File: config.mk
export PLATFORM = sky130hd
export DESIGN_NAME = mult_flat
export DESIGN_NICKNAME = d
export VERILOG_FILES = /design/src/rtl/mult_if.sv /design/src/rtl/mult.sv /design/src/flat_wrapper.sv
export SDC_FILE = /design/constraint.sdc
export NUM_CORES = 1
export LEC_CHECK = 0
export ABC_AREA = 1
export CAP_MARGIN = 40
export CORE_UTILIZATION = 42
export CTS_CLUSTER_DIAMETER = 50
export DETAILED_ROUTE_END_ITERATION = 12
export SLEW_MARGIN = 10
export SYNTH_ARGS = -nofsm -noshare
export SYNTH_HDL_FRONTEND = slang
export SYNTH_SLANG_ARGS = --single-unit
export TNS_END_PERCENT = 1
File: constraint.sdc
create_clock -name Clock -period 4.7 [get_ports Clock]
set_clock_uncertainty 0.15 [all_clocks]
set_input_delay 0.94 -clock Clock [delete_from_list [all_inputs] [get_ports Clock]]
set_output_delay 0.94 -clock Clock [all_outputs]
set_load 0.1 [all_outputs]
File: src/rtl/mult_if.sv
// Operand/result handshake between the control unit and the Booth multiplier.
interface mult_if;
    logic [31:0] multiplicand;
    logic [31:0] multiplier;
    logic        Start;
    logic [31:0] product_hi;
    logic [31:0] product_lo;
    logic        MultToControl;
    logic        Busy;

    modport master (
        output multiplicand, multiplier, Start,
        input  product_hi, product_lo, MultToControl, Busy
    );

    modport slave (
        input  multiplicand, multiplier, Start,
        output product_hi, product_lo, MultToControl, Busy
    );
endinterface

File: src/rtl/mult.sv
// Sequential radix-2 Booth multiplier: 32x32 signed -> 64-bit product in 34 cycles
// (1 load edge, 32 Booth steps, 1 result edge).
module mult (
    input  logic  Clock,
    input  logic  Reset,
    mult_if.slave bus
);

    typedef enum logic [1:0] {
        IDLE = 2'd0,
        RUN  = 2'd1,
        DONE = 2'd2
    } state_t;

    state_t      state;
    logic [32:0] a;
    logic [31:0] q;
    logic        q_1;
    logic [32:0] m;
    logic [4:0]  count;
    logic [32:0] sum;

    // A is 33 bits wide so that A - M cannot overflow when M = -2^31.
    always_comb begin
        // NOTE: default first so every path assigns sum and no latch is inferred.
        sum = a;
        case ({q[0], q_1})
            2'b10:   sum = a - m;
            2'b01:   sum = a + m;
            default: sum = a;
        endcase
    end

    assign bus.Busy = (state == RUN) || (state == DONE);

    // NOTE: all state below uses non-blocking assignments so every register
    // sees the pre-edge values of the others, as the Booth shift requires.
    always_ff @(posedge Clock or negedge Reset) begin
        if (!Reset) begin
            state             <= IDLE;
            a                 <= '0;
            q                 <= '0;
            q_1               <= 1'b0;
            m                 <= '0;
            count             <= '0;
            bus.product_hi    <= '0;
            bus.product_lo    <= '0;
            bus.MultToControl <= 1'b0;
        end else begin
            bus.MultToControl <= 1'b0;
            case (state)
                IDLE: begin
                    if (bus.Start) begin
                        a     <= '0;
                        q     <= bus.multiplier;
                        q_1   <= 1'b0;
                        m     <= {bus.multiplicand[31], bus.multiplicand};
                        count <= '0;
                        state <= RUN;
                    end
                end
                RUN: begin
                    // Arithmetic right shift of {sum, q, q_1}, replicating the sign of sum.
                    a     <= {sum[32], sum[32:1]};
                    q     <= {sum[0], q[31:1]};
                    q_1   <= q[0];
                    count <= count + 5'd1;
                    if (count == 5'd31) begin
                        state <= DONE;
                    end
                end
                DONE: begin
                    bus.product_hi    <= a[31:0];
                    bus.product_lo    <= q;
                    bus.MultToControl <= 1'b1;
                    state             <= IDLE;
                end
                default: state <= IDLE;
            endcase
        end
    end

endmodule

File: src/flat_wrapper.sv
// flat-port wrapper written by rule: the top's interface ports become plain ports
module mult_flat 
  (Clock, Reset, bus_multiplicand, bus_multiplier, bus_Start, bus_product_hi, bus_product_lo, bus_MultToControl, bus_Busy);
  mult_if bus_i ();
  input  logic Clock;
  input  logic Reset;
  input wire logic [$bits(bus_i.multiplicand)-1:0] bus_multiplicand;
  input wire logic [$bits(bus_i.multiplier)-1:0] bus_multiplier;
  input wire logic [$bits(bus_i.Start)-1:0] bus_Start;
  output wire logic [$bits(bus_i.product_hi)-1:0] bus_product_hi;
  output wire logic [$bits(bus_i.product_lo)-1:0] bus_product_lo;
  output wire logic [$bits(bus_i.MultToControl)-1:0] bus_MultToControl;
  output wire logic [$bits(bus_i.Busy)-1:0] bus_Busy;
  assign bus_i.multiplicand = bus_multiplicand;
  assign bus_i.multiplier = bus_multiplier;
  assign bus_i.Start = bus_Start;
  assign bus_product_hi = bus_i.product_hi;
  assign bus_product_lo = bus_i.product_lo;
  assign bus_MultToControl = bus_i.MultToControl;
  assign bus_Busy = bus_i.Busy;
  mult u_core (.Clock(Clock), .Reset(Reset), .bus(bus_i));
endmodule
## Word level (Yosys, flattened, before mapping)

Index checks and enable logic that the tools add are counted.

- Flip-flop bits (word level): 170
- Bits in latches: 0
- RAM bits: 0
- Bits in read-only memories: 0
- Input port bits: 67
- Logic and storage cells: 38
- Memories: 0

- $add $sub $neg: 3
- Multipliers: 0
- Div/mod/pow operators: 0
- $lt $le $gt $ge: 0
- Eq/ne operators: 7
- Shifts and indexed selects: 0
- Mux-type cells: 13
- Bitwise operators: 0
- Reductions and logical operators: 6

Operators with widths:

| operator | count |
|---|---|
| case mux 33 bit (2 select lines) | 2 |
| case mux 32 bit (2 select lines) | 1 |
| adder 33 bit | 1 |
| 2-to-1 mux 33 bit | 1 |
| subtractor 33 bit | 1 |
| 2-to-1 mux 32 bit | 1 |
| case mux 5 bit (2 select lines) | 1 |
| AND reduction 2 bit | 3 |
| adder 5 x 1 -> 5 bit, second input constant | 1 |
| equality test 5 bit, second input constant | 1 |
| 2-to-1 mux 5 bit | 1 |
| equality test 2 x 1 -> 1 bit, second input constant | 2 |
| equality test 2 bit, second input constant | 2 |
| 2-to-1 mux 2 bit | 2 |
| != test 2 bit, second input constant | 2 |
| case mux 2 bit (2 select lines) | 1 |
| logical NOT 2 bit | 1 |
| 2-to-1 mux 1 bit | 2 |
| case mux 1 bit (2 select lines) | 1 |
| nonzero test 2 bit | 1 |
| logical OR 1 bit | 1 |

## Logic depth before layout (Yosys ltp)

Gate-level depths: netlist of run 1.

- Word-level depth: 3
- Gate-level depth with buffers: 22

## Worst setup path after synthesis of run 1

OpenSTA, ideal clock, no wires.

- Kind: reg2reg
- Start point: reg u_core.m[0]
- End point: reg u_core.a[30]
- Arrival: 2.567 ns
- Setup slack: 1.867 ns
- Stages on the path, launching flop included: 19
- Buffers on the path: 0
- Clock period less this slack: 2.833 ns
- Path through: dfrtp_1 > inv_1 > ha_1 > nand2_1 > nor2_4 > nand2_1 > o31ai_2 > nand2_1 > xor2_1 > ha_1 > nand2_1 > nor3_1 > nand2_1 > nor2_1 > nand2_1 > nand3_1 > nand3_1 > nand2_1 > nand2_1

- Cells in the longest elaborated chain, start to end: 3
- Elaborated cells on any way between the ends: 4
- Those cells by class: add/sub (2); mux (2)

Ends and longest elaborated chain:

| what | RTL line | text |
|---|---|---|
| from (decl) | mult.sv:19 | `logic [32:0] m;` |
| from (signal assigned) | mult.sv:57 | `m <= {bus.multiplicand[31], bus.multiplicand};` |
| adder 33 bit / subtractor 33 bit (equally long branches) | mult.sv:29, mult.sv:28 |  |
| case mux 33 bit (2 select lines) * | mult.sv:27 | `case ({q[0], q_1})` |
| case mux 33 bit (2 select lines) * | mult.sv:51 | `case (state)` |
| to (signal assigned) | mult.sv:64 | `a <= {sum[32], sum[32:1]};` |
| to (decl) | mult.sv:16 | `logic [32:0] a;` |

Mark *: on every way between the ends. The rest lies on a longest branch, timed or not.
A chain may end at the register's enable or synchronous reset.

## Worst setup path in the final report of run 1

- Start point: reg u_core.q[0]
- End point: reg u_core.a[18]

- Cells in the longest elaborated chain, start to end: 3
- Elaborated cells on any way between the ends: 4
- Those cells by class: eq/ne (2); mux (2)

Ends and longest elaborated chain:

| what | RTL line | text |
|---|---|---|
| from (decl) | mult.sv:17 | `logic [31:0] q;` |
| from (signal assigned) | mult.sv:55 | `q <= bus.multiplier;` |
| from (signal assigned) | mult.sv:65 | `q <= {sum[0], q[31:1]};` |
| equality test 2 x 1 -> 1 bit / equality test 2 bit (equally long branches) | mult.sv:27 |  |
| case mux 33 bit (2 select lines) * | mult.sv:27 |  |
| case mux 33 bit (2 select lines) * | mult.sv:51 |  |

Marked as above.

==> flow_metrics.env, run 1 <==
export IMPL_yosysUniqueCellTypes=45
export IMPL_grt_overflow=0
export IMPL_ys_seq_area_share_pct=42.2
export IMPL_fin_crit_ns=3.80
export IMPL_drc=0
export IMPL_fin_util_pct=57.5
export IMPL_cts_root_buffer="clkbuf_16"
export IMPL_clockBufferDepth=2
export IMPL_drtPass1Iterations=5
export IMPL_drive_gt1_share_pct=9.70
export IMPL_final_area_um2=13500
export IMPL_postCtsSetupBuffers=0
export IMPL_dp_hpwl_mm=20.7
export IMPL_setup_tns_ns=0
export IMPL_placed_area_um2=12900
export IMPL_cts_made_buffers=17
export IMPL_grt_pass1_vias=8536
export IMPL_die_w_um=156
export IMPL_hold_viol_final=0
export IMPL_slew_violations=0
export IMPL_register_area_um2=4230
export IMPL_tritoncts="built"
export IMPL_pin_count=133
export IMPL_synth_edff_count=0
export IMPL_clk_latency_ns=0.44
export IMPL_max_freq_mhz=263
export IMPL_multiInputGateArea_um2=4880
export IMPL_path_clk_slew_ns=0.08
export IMPL_grt_max_degree=106
export IMPL_initial_core_util_pct=42.7
export IMPL_antenna_found_initial=0
export IMPL_crit_required_ns=4.83
export IMPL_nFillCells=2201
export IMPL_drt_initial_drc_count=559
export IMPL_gp_congestion=0.942
export IMPL_max_cap_violations=0
export IMPL_htreeDepth=4
export IMPL_min_path_type="primary input to async pin"
export IMPL_fin_crit_sh_pct=80.9
export IMPL_antenna_cells=0
export IMPL_syn2layout_area_growth_pct=34.7
export IMPL_core_area_um2=23500
export IMPL_die_y_um=156
export IMPL_status="finished clean"
export IMPL_final_cell_mix="nand2_1 (319), inv_1 (191), dfrtp_1 (169)"
export IMPL_critPathCaptureType="flop"
export IMPL_ys_warn_count=0
export IMPL_worstSetupPathType="flop to flop"
export IMPL_crit_fanout=20
export IMPL_layout_cells_most_common="nand2_1"
export IMPL_crit_path_start_kind="flop"
export IMPL_worst_slew_pin_slew_ns=0.837
export IMPL_postCtsHoldBufs=0
export IMPL_via_count=9143
export IMPL_grt_setup_unrepaired="false"
export IMPL_dieArea_um2=24500
export IMPL_fin_nets=1630
export IMPL_finalSetupViolations=0
export IMPL_cts_sinks=169
export IMPL_cp_arrival_ns=3.93
export IMPL_synthArstFlopShare_pct=100
export IMPL_grt_util_all_layers_pct=23.3
export IMPL_slew_headroom_pct=44.2
export IMPL_grt_pass1_wl_mm=44.4
export IMPL_holdWs_ns=0.334
export IMPL_io_buffers=132
export IMPL_synth_area_per_cell_um2=7.45
export IMPL_syn_nets=1453
export IMPL_netlist_area_um2=10000
export IMPL_synth_top_flop_cell="dfrtp_1"
export IMPL_ant_nets=0
export IMPL_synth_cells=1346
export IMPL_std_cell_rows=56
export IMPL_wl_mm=27.4
export IMPL_wl_per_cell_um=14.8
export IMPL_drt_vias_per_instance=4.93
export IMPL_synth_seq_cells=169
export IMPL_cts_resized=0
cell type report:
cell class,count,area share (%)
tap,319,2.96
sequential,169,31.3
timing repair buffer,206,19.6
clock inverter,14,1.33
clock buffer,18,3.25
inverter,195,5.42
multi-input combinational,934,36.1
cell families after synthesis:
| group | synth area share [%] |
|---|---|
| buf+inv | 9.36 |
| compound gates | 14.6 |
| simple gates | 23.6 |
| flops | 42.2 |
| fa+ha+maj | 5.07 |
| mux | 2.25 |
| xor+xnor | 2.87 |
cell usage after synthesis (2+ instances only):
| cell type | instances | area, µm² |
|---|---|---|
| nand3b_1 | 2 | 15.0 |
| o22ai_1 | 2 | 12.5 |
| nor4_1 | 2 | 12.5 |
| o21ai_1 | 4 | 20.0 |
| nor3_1 | 13 | 65.1 |
| ha_1 | 39 | 488 |
| and2_1 | 2 | 12.5 |
| o211ai_1 | 36 | 270 |
| buf_2 | 12 | 60.1 |
| clkbuf_1 | 31 | 116 |
| nand2_1 | 320 | 1200 |
| buf_1 | 3 | 11.3 |
| inv_2 | 2 | 7.51 |
| clkinv_1 | 2 | 7.51 |
| a21oi_1 | 137 | 686 |
| nor2_4 | 4 | 45.0 |
| dfrtp_1 | 169 | 4230 |
| a21o_1 | 3 | 22.5 |
| nand3_1 | 57 | 285 |
| nand4_1 | 6 | 37.5 |
| nand2_2 | 2 | 12.5 |
| xor2_1 | 25 | 219 |
| o21bai_1 | 3 | 22.5 |
| o21ai_2 | 2 | 17.5 |
| inv_1 | 191 | 717 |
| mux2_2 | 20 | 225 |
| nor2_2 | 3 | 18.8 |
| o21ai_0 | 73 | 365 |
| xnor2_1 | 6 | 52.6 |
| nor2_1 | 160 | 601 |
worst paths after layout:
| check | startpoint | to | slack, ns | cells after the start |
|---|---|---|---|---|
| hold reg to reg | u_core.count[0] | u_core.count[0] | 0.35 | 1 |
| hold / removal | Reset | u_core.bus.product_hi[28] | 0.33 | 1 |
| max in group asynchronous | Reset | u_core.state[1] | 3.08 | 2 |
| min in group Clock | u_core.count[0] | u_core.count[0] | 0.35 | 1 |
| setup reg to reg | u_core.q[0] | u_core.a[18] | 0.90 | 19 |
| setup / recovery | u_core.q[0] | u_core.a[18] | 0.90 | 19 |
layer usage:
metal,GRT usage [%],vias up,routed length (µm)
li1,-,4680,-
met1,34.6,4257,13800
met2,35.7,182,12200
met3,2.69,24,1020
met4,6.30,0,390
met5,0,-,0
state kept, by name, indices dropped and copies added (netlist names):
register	cells
u_core.q	32
u_core.a	32
u_core.count	5
u_core.state	2
u_core.q_1	1
u_core.bus.MultToControl	1
u_core.bus.product_hi	32
u_core.bus.product_lo	32
u_core.m	32
worst max-delay path, stage by stage (launching register included):
cell and delay (ns):
dfrtp_1 0.36, inv_1 0.10, ha_1 0.50, inv_1 0.46, nand2_1 0.22, o21ai_0 0.12
xor2_1 0.19, ha_1 0.35, nand2_1 0.10, inv_1 0.06, a21oi_1 0.19, nand2_1 0.14
nand2_1 0.09, nand2_1 0.14, nand2_1 0.12, nand2_1 0.07, nand2_1 0.07, nand3_1 0.08
nand2_1 0.08, o21ai_0 0.07
through the flow:
stage	setup WS (ns)	cells
final	0.897	1855
after global routing	0.552	1855
after CTS	0.913	1855
after detailed placement	0.936	1823
after global placement	0.976	1756
after floorplan	1.87	1346
Power of run 1 is not shown: default switching activity piles up to over one toggle a cycle in this logic, so the estimate is an artifact.
==> run 2: changes to the inputs <==
--- a/config.mk
+++ b/config.mk
@@ -10,6 +10,7 @@
 export CORE_UTILIZATION = 42
 export CTS_CLUSTER_DIAMETER = 50
 export DETAILED_ROUTE_END_ITERATION = 12
+export PLACE_DENSITY = 0.66
 export SLEW_MARGIN = 10
 export SYNTH_ARGS = -nofsm -noshare
 export SYNTH_HDL_FRONTEND = slang
==> constraint.sdc (replaced) <==
create_clock -name Clock -period 3.3 [get_ports Clock]
set_clock_uncertainty 0.15 [all_clocks]
set_input_delay 0.66 -clock Clock [delete_from_list [all_inputs] [get_ports Clock]]
set_output_delay 0.66 -clock Clock [all_outputs]
set_load 0.1 [all_outputs]
==> run 2 against run 1 <==
Sequential cell count stayed put. Register-to-register slack worse by 0.79 ns. Design area is 5.8% lower. Setup slack worse by 0.79 ns. Via count is 0.59% lower. Worst hold slack worse by 0.29 ns. Sequential share of layout area is 1.9 points higher. Fmax is 19% higher. First-iteration DRC count is 14% higher. Final cell count is 2.3% lower. Largest cell class unchanged.
==> flow_metrics.env, run 2 (synthesis gave the netlist of run 1 again) <==
export IMPL_postCtsHoldBufs=0
export IMPL_tritoncts="built"
export IMPL_path_cells="inv_2, ha_4, nand2_2, nor2_4, nand2_2, o21ai_4, buf_4, xor2_2, ha_4, nand2_4, inv_1, nand2_2, nand2_1, a21oi_2, buf_4, buf_4, nand2_1, nand2_1, nand3_1, nand2_1, o21ai_0"
export IMPL_via_count=9089
export IMPL_crit_path_start_kind="flop"
export IMPL_worstSetupPathType="flop to flop"
export IMPL_dp_hpwl_mm=20.0
export IMPL_drt_initial_drc_count=639
export IMPL_die_w_um=156
export IMPL_cts_sinks=169
export IMPL_ant_nets=0
export IMPL_std_cell_rows=56
export IMPL_antenna_found_initial=0
export IMPL_crit_fanout=5
export IMPL_pin_count=133
export IMPL_antenna_cells=0
export IMPL_drt_vias_per_instance=5.01
export IMPL_final_cell_mix="nand2_1 (301), inv_1 (187), dfrtp_1 (168)"
export IMPL_cts_made_buffers=17
export IMPL_gp_congestion=0.909
export IMPL_dieArea_um2=24500
export IMPL_grt_overflow=0
export IMPL_layout_cells_most_common="nand2_1"
export IMPL_wl_mm=27.5
export IMPL_fin_nets=1588
export IMPL_cts_root_buffer="clkbuf_16"
export IMPL_grt_pass1_wl_mm=44.2
export IMPL_wl_per_cell_um=15.2
export IMPL_initial_core_util_pct=42.7
export IMPL_grt_max_degree=86
export IMPL_clk_latency_ns=0.44
export IMPL_max_cap_violations=0
export IMPL_nFillCells=2263
export IMPL_grt_util_all_layers_pct=23.2
export IMPL_min_path_type="primary input to async pin"
export IMPL_status="finished clean"
export IMPL_cp_arrival_ns=3.35
export IMPL_fin_cells=1813
export IMPL_grt_setup_unrepaired="true"
export IMPL_fin_crit_sh_pct=96.8
export IMPL_clockBufferDepth=2
export IMPL_die_y_um=156
export IMPL_htreeDepth=4
export IMPL_worst_slew_pin_slew_ns=0.684
export IMPL_max_stage_delay_ns=0.40
export IMPL_finalSetupViolations=0
export IMPL_drc=0
export IMPL_grt_pass1_vias=8364
export IMPL_syn2layout_area_growth_pct=26.9
export IMPL_fin_crit_ns=3.20
export IMPL_core_area_um2=23500
export IMPL_cp_common_cell="nand2_1"
export IMPL_critPathSlowestCell="dfrtp_1"
export IMPL_max_freq_mhz=313
export IMPL_path_clk_slew_ns=0.08
export IMPL_drive_gt1_share_pct=16.4
export IMPL_critPathCaptureType="flop"
export IMPL_hold_viol_final=0
export IMPL_drtPass1Iterations=5
export IMPL_slew_headroom_pct=54.4
export IMPL_slew_violations=0
export IMPL_io_buffers=132
export IMPL_crit_required_ns=3.45
export IMPL_post_place_cells=1772
run 2: cell count changes in the layout (fill, tap and decap cells not counted), moves of 9 or more:
cell and change:
nand2_1 -18, ha_4 +9, a21oi_1 -19, a21oi_2 +19
nand2_2 +16, buf_8 -47, buf_16 -20, clkdlybuf4s50_1 -66
ha_1 -14, buf_4 +86
run 2: layout make-up:
class,count,area (µm²),area share [%]
Tap cell,319,399,3.14
Timing Repair Buffer,164,1470,11.6
Inverter,195,732,5.75
Clock buffer,17,425,3.34
Multi-Input combinational cell,934,5240,41.2
Sequential cell,169,4230,33.3
Clock inverter,15,219,1.72
run 2: worst paths after layout:
path | endpoint | startpoint | slack, ns | cells after the start
setup / recovery | u_core.a[19] | u_core.m[0] | 0.10 | 21
hold / removal | u_core.bus.product_lo[18] | Reset | 0.05 | 1
setup reg to reg | u_core.a[19] | u_core.m[0] | 0.10 | 21
hold reg to reg | u_core.count[0] | u_core.count[0] | 0.37 | 1
max in group asynchronous | u_core.state[0] | Reset | 2.19 | 2
min in group Clock | u_core.count[0] | u_core.count[0] | 0.37 | 1
run 2: routing by layer:
metal | vias to the layer above | share of wire, % | track usage [%]
met5 | - | 0 | 0
met4 | 0 | 1.6 | 5.65
met3 | 30 | 4.8 | 2.88
met2 | 227 | 43 | 34.7
met1 | 4254 | 50 | 35.3
li1 | 4578 | - | -
run 2: critical path, delay by kind of cell, from the launching register on:
family,cells,cell delay (ns)
AOI/OAI and AO/OA,3,0.41
xor gates and xnor gates,1,0.28
and+or+nand+nor,10,0.86
adders and majority gates,2,0.43
buffers and inverters,5,0.53
DFF,1,0.40
run 2: through the flow:
stage | setup slack [ns] | instance area, µm² | setup TNS, ns | utilization (%) | hold WS (ns)
final | 0.104 | 12700 | 0 | 54.2 | 0.0452
after global routing | -0.0921 | 12700 | -0.516 | 54.2 | 0.0990
after CTS | -0.00373 | 12300 | -0.00532 | 52.4 | 0.0770
after detailed placement | -0.0268 | 11600 | -0.0377 | 49.6 | 0.347
after global placement | -0.0362 | 11600 | -0.0362 | 49.6 | 0.333
after floorplan | 0.467 | 10000 | 0 | - | 0.214
run 2: what timing repair did:
action,CTS,global route
resized for setup,2,87
endpoints found under the setup margin,2,19
pin swaps,0,28
setup buffers,0,9
Power of run 2 is left out for the same reason.
==> run 3: changes to the inputs <==
--- a/config.mk
+++ b/config.mk
@@ -7,10 +7,11 @@
 export LEC_CHECK = 0
 export ABC_AREA = 1
 export CAP_MARGIN = 40
-export CORE_UTILIZATION = 42
+export CORE_UTILIZATION = 51
 export CTS_CLUSTER_DIAMETER = 50
+export CTS_CLUSTER_SIZE = 20
 export DETAILED_ROUTE_END_ITERATION = 12
-export PLACE_DENSITY = 0.66
+export PLACE_DENSITY = 0.78
 export SLEW_MARGIN = 10
 export SYNTH_ARGS = -nofsm -noshare
 export SYNTH_HDL_FRONTEND = slang
==> run 3 against run 2 <==
Wire length shrank 1.3%. Clock-buffer cell count is the same. Critical path depth shrank 4. Via count grew 2.6%. First-iteration DRC count grew 14%. Setup slack lost 0.050 ns. Design area shrank 1.2%. Worst hold slack lost 0.016 ns. Sequential cell count is the same. Non-clock buffer count grew 3. Largest cell class unchanged.
==> flow_metrics.env, run 3 (synthesis gave the netlist of run 1 again) <==
export IMPL_drc=0
export IMPL_max_stage_delay_ns=0.40
export IMPL_nFillCells=1624
export IMPL_cts_made_buffers=17
export IMPL_std_cell_rows=50
export IMPL_core_area_um2=19000
export IMPL_slew_violations=0
export IMPL_reg2reg_slack_ns=0.05
export IMPL_final_cell_mix="nand2_1 (302), inv_1 (185), dfrtp_1 (169)"
export IMPL_ant_nets=0
export IMPL_hold_viol_final=0
export IMPL_grt_overflow=0
export IMPL_post_place_cells=1714
export IMPL_grt_max_degree=69
export IMPL_critPathSlowestCell="dfrtp_1"
export IMPL_drtPass1Iterations=6
export IMPL_fin_cells=1757
export IMPL_crit_fanout=6
export IMPL_antenna_found_initial=0
export IMPL_cp_arrival_ns=3.43
export IMPL_m1WireLength_mm=12.6
export IMPL_io_buffers=132
export IMPL_via_count=9322
export IMPL_grt_util_all_layers_pct=27.5
export IMPL_path_cells="nor2_2, nand4_4, nor2_4, nand4_4, nor2_4, a21oi_1, xor2_2, ha_4, nand2_2, nor2_4, nand2_2, nor4_4, nand2_2, nand3_1, nand3_1, nand2_1, nand2_1"
export IMPL_die_y_um=142
export IMPL_postCtsHoldBufs=0
export IMPL_critPathCaptureType="flop"
export IMPL_finalSetupViolations=0
export IMPL_fin_crit_ns=3.25
export IMPL_crit_path_start_kind="flop"
export IMPL_clk_latency_ns=0.44
export IMPL_wl_met3_mm=1.72
export IMPL_grt_setup_unrepaired="true"
export IMPL_syn2layout_area_growth_pct=25.3
export IMPL_dp_hpwl_mm=20.2
export IMPL_worst_slew_pin_slew_ns=0.637
export IMPL_wl_per_cell_um=15.5
export IMPL_r2r_start="u_core.m[1]"
export IMPL_worstSetupPathType="flop to flop"
export IMPL_r2r_cells=17
export IMPL_path_clk_slew_ns=0.07
export IMPL_crit_required_ns=3.48
export IMPL_met2_length_mm=12.4
export IMPL_r2r_end="u_core.a[28]"
export IMPL_top_layer="met4"
export IMPL_antenna_cells=0
export IMPL_slew_headroom_pct=57.6
export IMPL_max_freq_mhz=308
export IMPL_grt_pass1_wl_mm=43.4
export IMPL_register_area_um2=4230
export IMPL_initial_core_util_pct=52.9
export IMPL_status="finished clean"
export IMPL_tritoncts="built"
export IMPL_htreeDepth=4
export IMPL_dieArea_um2=20200
export IMPL_multiInputGateArea_um2=5230
export IMPL_gp_congestion=0.946
export IMPL_drt_initial_drc_count=730
export IMPL_drive_gt1_share_pct=16.0
export IMPL_fin_nets=1591
export IMPL_cts_root_buffer="clkbuf_16"
export IMPL_min_path_type="primary input to async pin"
export IMPL_cp_top_family="simple AND/OR/NAND/NOR gates"
export IMPL_fin_crit_sh_pct=98.4
export IMPL_path_buf_inv=0
export IMPL_die_w_um=142
export IMPL_layout_cells_most_common="nand2_1"
export IMPL_cts_sinks=169
export IMPL_clockBufferDepth=2
export IMPL_wl_mm=27.2
export IMPL_drt_vias_per_instance=5.31
export IMPL_grt_pass1_vias=8548
export IMPL_pin_count=133
export IMPL_max_cap_violations=0
[run 3: worst max-delay path by stage]
stage                 from      endpoint  slack (ns)  cells after the start
2_1_floorplan  u_core.m[0]  u_core.a[30]        0.47                     18
3_3_place_gp    u_core.q_1  u_core.a[28]       -0.27                     15
3_5_place_dp   u_core.m[0]  u_core.a[28]       -0.20                     16
4_1_cts        u_core.m[0]  u_core.a[28]       -0.01                     16
5_1_grt        u_core.m[1]  u_core.a[26]       -0.08                     21
6_report       u_core.m[1]  u_core.a[28]        0.05                     17
[run 3: final cells by class]
cell class / instances / share of cell area [%]
clock inverter: 15 / 1.38
sequential: 169 / 33.7
multi-input combinational: 934 / 41.6
timing repair buffer: 167 / 11.5
clock buffer: 17 / 3.39
inverter: 195 / 5.83
tap: 260 / 2.59
[run 3: per-stage QoR]
| step | utilization (%) | worst slack [ns] | instance area [µm²] | hold WS (ns) | TNS (ns) |
|---|---|---|---|---|---|
| 3_5_place_dp | 60.8 | -0.201 | 11500 | 0.339 | -0.282 |
| 4_1_cts | 64.2 | -0.0121 | 12200 | 0.0466 | -0.0121 |
| 2_1_floorplan | - | 0.467 | 10000 | 0.214 | 0 |
| 6_report | 66.3 | 0.0540 | 12600 | 0.0290 | 0 |
| 3_3_place_gp | 60.8 | -0.269 | 11500 | 0.330 | -0.280 |
| 5_1_grt | 66.3 | -0.0833 | 12600 | 0.0700 | -0.579 |
[run 3: layer usage]
| metal | GRT usage, % | vias to the layer above |
|---|---|---|
| met1 | 40.2 | 4354 |
| met4 | 7.75 | 0 |
| met3 | 3.73 | 41 |
| li1 | - | 4593 |
| met2 | 42.5 | 334 |
| met5 | 0 | - |
[run 3: what timing repair did]
item                                   4_1_cts  5_1_grt
endpoints found under the hold margin        0        0
gates resized for setup                      8       78
buffers inserted                             0       11
pin swaps                                    1       27
setup endpoints to repair                    5       18
Power of run 3 is left out for the same reason.
